## src/rtl/morse_capture.sv

```systemverilog
// morse_capture: debounces a Morse key and assembles dot/dash symbols into characters of up to five symbols.
module morse_capture #(
  parameter int DEB_CYC  = 500000,
  parameter int DASH_CYC = 15000000,
  parameter int GAP_CYC  = 40000000
) (
  input  logic       clk,
  input  logic       rst,
  input  logic       key,
  output logic [4:0] code,
  output logic [2:0] width,
  output logic       valid,
  output logic       err,
  output logic       busy
);
  localparam int DW = $clog2(DEB_CYC + 1);
  localparam int PW = $clog2(DASH_CYC + 1);
  localparam int GW = $clog2(GAP_CYC + 1);
  localparam logic [DW-1:0] DEB_LAST = DW'(DEB_CYC - 1);
  localparam logic [DW-1:0] DEB_FULL = DW'(DEB_CYC);
  localparam logic [PW-1:0] DASH_SAT = PW'(DASH_CYC);
  localparam logic [GW-1:0] GAP_LAST = GW'(GAP_CYC - 1);
  localparam logic [1:0] WAIT_UP = 2'd0, IDLE = 2'd1, DOWN = 2'd2, GAP = 2'd3;
  logic s1, s2, kd;
  logic [DW-1:0] dc, qc;
  logic [PW-1:0] pc;
  logic [GW-1:0] gc;
  logic [2:0] cnt;
  logic [4:0] sh;
  logic [1:0] state;
  assign busy = state[1];
  always_ff @(posedge clk or posedge rst)
    if (rst) begin
      {s1, s2, kd} <= '0;
      dc <= '0;
    end else begin
      s1 <= key;
      s2 <= s1;
      if (s2 == kd) dc <= '0;
      else if (dc == DEB_LAST) begin
        kd <= s2;
        dc <= '0;
      end else dc <= dc + 1'b1;
    end
  // WAIT_UP needs a full debounce window of released key, so a key held through reset never registers
  always_ff @(posedge clk or posedge rst)
    if (rst) begin
      state <= WAIT_UP;
      qc <= '0;
      pc <= '0;
      gc <= '0;
      cnt <= '0;
      sh <= '0;
      code <= '0;
      width <= '0;
      valid <= 1'b0;
      err <= 1'b0;
    end else begin
      valid <= 1'b0;
      err <= 1'b0;
      case (state)
        WAIT_UP:
          if (kd || s2) qc <= '0;
          else if (qc == DEB_FULL) begin
            state <= IDLE;
            qc <= '0;
            pc <= '0;
            gc <= '0;
            cnt <= '0;
            sh <= '0;
          end else qc <= qc + 1'b1;
        IDLE:
          if (kd) begin
            state <= DOWN;
            pc <= '0;
          end
        DOWN:
          if (!kd) begin
            state <= GAP;
            gc <= '0;
            sh <= {sh[3:0], pc >= DASH_SAT};
            cnt <= (cnt == 3'd6) ? cnt : cnt + 3'd1;
          end else if (pc != DASH_SAT) pc <= pc + 1'b1;
        default:
          if (kd) begin
            state <= DOWN;
            gc <= '0;
            pc <= '0;
          end else if (gc == GAP_LAST) begin
            state <= IDLE;
            valid <= cnt != 3'd6;
            err <= cnt == 3'd6;
            if (cnt != 3'd6) begin
              code <= sh & ~(5'h1f << cnt);
              width <= cnt;
            end
            pc <= '0;
            gc <= '0;
            cnt <= '0;
            sh <= '0;
          end else gc <= gc + 1'b1;
      endcase
    end
endmodule
```

## config.mk

```make
export PLATFORM = sky130hd
export DESIGN_NAME = morse_capture
export DESIGN_NICKNAME = d
export VERILOG_FILES = /design/src/rtl/morse_capture.sv
export SDC_FILE = /design/constraint.sdc
export NUM_CORES = 1
export LEC_CHECK = 0
export BUFFER_PORTS_ARGS = -buffer_cell sky130_fd_sc_hd__buf_2
export CORE_MARGIN = 4
export CORE_UTILIZATION = 45
export CTS_CLUSTER_DIAMETER = 120
export DETAILED_ROUTE_END_ITERATION = 7
export PLACE_DENSITY = 0.58
export SLEW_MARGIN = 10
export SYNTH_ARGS = -nofsm -noshare
export SYNTH_HDL_FRONTEND = slang
export SYNTH_SLANG_ARGS = --single-unit
```

## constraint.sdc

```tcl
create_clock -name clk -period 4.4 [get_ports clk]
set_input_delay 0.22 -clock clk [delete_from_list [all_inputs] [get_ports clk]]
set_output_delay 0.22 -clock clk [all_outputs]
set_load 0.02 [all_outputs]
```

==> reports/metrics.cfg <==
[die]
num_io_pins = 14
core.rowCount = 42
total_die_area_sq_um = 15500
starting_density_pct = 46.0
coreArea_sq_um = 13200
die_y_um = 124
chipWidth_um = 124

[sta]
post-route-min-period_ns = 3.05
max_freq_mhz = 328
fin_crit_sh_pct = 69.4
finClkSkew_ns = 0.00826
setup_repair_after_global_routing_missed_its_margin = false
fin_hold_viols = 0
finalSetupTns_ns = 0
finalMaxSlewViolations = 0
fin_ws_ns = 1.35
slew-limit-headroom_pct = 34.5
setup_viol = 0
worst_slew_pin_slew_ns = 0.982

[setup_path]
worstPathArrival_ns = 3.29
reg2reg_depth = 6
crit_path_max_fanout = 19
worstSetupStartpoint = state[1]$_DFFE_PP0P_
path_class = reg -> reg
r2r_start = state[1]$_DFFE_PP0P_
timing.critical_path.from_type = flop
timing.critical_path.to_type = flop
timing.critical_path.required_ns = 4.64

[route]
avgViaCountPerCell = 5.97
num_vias = 5197
avgRoutedWirePerCell_um = 16.1
routed_wl_um = 14000
drtIter0Drc = 436
drc_errors = 0
antenna_left = 0
firstDrtPassIters = 5

[yosys]
synth_seq_cells = 111
yosys_warnings = 0
ys_seq_area_share_pct = 45.6
synth_area_leader_cell = dfrtp_1
synthDistinctLibCells = 63
post_synth_inst_count = 686
synth_commonest_cells = dfrtp_1 (111), nand2_1 (85), o21ai_0 (72)
async_reset_ff_share_pct = 100
postSynth.topFlopCell = dfrtp_1
synth.cell_area_sq_um = 6090
synthMostInstantiatedCell = dfrtp_1
synth_area_leaders = dfrtp_1 (46%), o21ai_0 (5.9%), nand2_1 (5.2%)
synthesis.area_per_instance_sq_um = 8.88
synth_top_area_share_pct = 45.6
number_of_synthesized_flops_with_an_enable_pin = 0
postSynthNetCount = 704

[flow_run]
max_cap_viol_count = 0

[status]
result_of_the_run = finished clean

[global_routing]
grt_first_pass_wirelength_um = 24400
grt_max_degree = 82
initial_antenna_violation_count = 0
globalRoute.totalOverflow = 0
grt_pass1_vias = 4941
grt_usage_pct = 18.6

[clock_network]
worst_setup_hold_path_clk_slew_ns = 0.07
tritoncts = built
worstSkewPairLatency_ns = 0.36
clk_root_buf = clkbuf_16
post_cts.repair.setup_buffers = 0
cts_resized = 0
numCtsBuffers = 9
numClockSinks = 111
cts.path.max_buffers = 2
h-tree-depth = 3
cts-hold-fix-buffers = 1

[finish]
layout-area-overhead-vs-synth_pct = 8.64
finish.cell_count_without_fillers = 870
layout.cell_area.non_filler_sq_um = 6620
drive_above_1_share_pct = 7.06
insertedDiodeCount = 0
nets = 707

[power_and_ir_drop]
internal_power_mw = 1.49
net_sw_power_mw = 0.414
vdd.ir_drop.worst_v = 0.000196
comb_power_share_pct = 2.4
totalPowerFinal_mw = 1.90
clkPwrFrac_pct = 43.5
pwr-share-seq_pct = 54.1
power.share.switching_pct = 21.7
total_leakage_power_nw = 2.75
power_density_nw_per_um2 = 288

[worst_hold_path]
type_of_the_worst_min_delay_path = in -> async

[place]
gpl_congestion = 0.843
dpl.hpwl_um = 9520
placement.setup.worst_slack_ns = 1.34
io_buffer_count = 13
placedCellCount = 853
dpl_cell_area_sq_um = 6310

==> power groups by stage <==
stage / Sequential (mW) / Combinational (mW) / Clock [mW]
after floorplan: 1.05 / 0.0351 / 0
final: 1.03 / 0.0463 / 0.828
after global routing: 1.03 / 0.0553 / 0.902
after global placement: 1.05 / 0.0466 / 0
after detailed placement: 1.05 / 0.0479 / 0
after CTS: 1.03 / 0.0487 / 0.857
==> through the flow <==
stage	hold slack (ns)	utilization [%]
6_report	0.0950	50.0
5_1_grt	0.209	50.0
4_1_cts	0.141	50.0
3_5_place_dp	0.330	47.7
3_3_place_gp	0.331	47.7
2_1_floorplan	0.251	-
==> critical path: stages, from the launching register on <==
cell	delay [ns]
dfrtp_1	0.46
inv_1	0.11
ha_1	0.59
inv_1	0.41
o221ai_2	0.29
or3b_1	0.64
a221o_1	0.43
==> layout make-up <==
cell class / instances / area, sq um
sequential: 111 / 2780
inverter: 27 / 104
fill: 1258 / 6620
tap: 176 / 220
clock inverter: 6 / 60.1
multi-input combinational: 520 / 3100
timing repair buffer: 20 / 120
clock buffer: 10 / 239
==> final timing paths <==
kind / end / slack (ns)
max: pc[16]$_DFFE_PP0P_ / 1.35
min in group clk: s2$_DFF_PP0_ / 0.36
min: qc[9]$_DFFE_PP0N_ / 0.09
max reg2reg: pc[16]$_DFFE_PP0P_ / 1.35
max in group asynchronous: gc[9]$_DFFE_PP0P_ / 3.32
min reg2reg: s2$_DFF_PP0_ / 0.36
==> routing by layer <==
layer  wire length [um]  vias up  share of wire [%]  track usage [%]
met3                644       22                4.6             4.29
met1               6660     2525                 48             26.0
met2               6470      138                 46             29.2
li1                   -     2512                  -                -
met4                212        0                1.5             5.22
met5                  0        -                  0                0
==> layout by cell type (no fill, tap or decap), types with 3 or more instances in the layout <==
master / Yosys / final
inv_1: 27 / 26
nor4_1: 13 / 13
or4_1: 4 / 4
ha_1: 15 / 15
nand2b_1: 10 / 10
nor2b_1: 8 / 8
nand3_1: 43 / 43
dfrtp_1: 111 / 111
nor4bb_1: 3 / 3
or3_1: 7 / 7
a41oi_1: 3 / 3
buf_4: 0 / 6
nor3_1: 19 / 19
and2_1: 3 / 3
mux2i_1: 6 / 6
o31ai_1: 19 / 19
clkinv_2: 0 / 3
nor2_1: 53 / 53
clkbuf_16: 0 / 9
o21ai_0: 72 / 72
and3_1: 13 / 13
a21oi_1: 15 / 15
nand4_1: 22 / 22
buf_2: 1 / 13
or2_2: 3 / 3
o21ai_1: 3 / 3
nand3b_1: 3 / 3
a21o_1: 4 / 4
nand4b_1: 3 / 3
nand2_1: 85 / 85
a22o_1: 9 / 9
and4_1: 7 / 7
xnor2_1: 10 / 10
o41ai_1: 3 / 3
a31oi_1: 19 / 19
xor2_1: 10 / 10
==> state kept, by name, indices dropped and copies added (netlist names), 2 cells and up <==
signal / flops
width: 3
state: 2
qc: 19
pc: 24
code: 5
sh: 5
gc: 26
cnt: 3
dc: 19
==> cells by family (layout without fill, tap and decap cells) <==
| family | count (synthesis) | after routing | share of synthesized area, % |
|---|---|---|---|
| XOR/XNOR | 20 | 20 | 2.87 |
| adder cells (fa/ha/maj) | 15 | 15 | 3.08 |
| flip-flops | 111 | 111 | 45.6 |
| buffers and inverters | 55 | 63 | 3.55 |
| multiplexers | 8 | 8 | 1.36 |
| AND/OR/NAND/NOR | 309 | 309 | 26.0 |
| AO/OA/AOI/OAI | 168 | 168 | 17.6 |
Power figures use the tool's default switching activity.
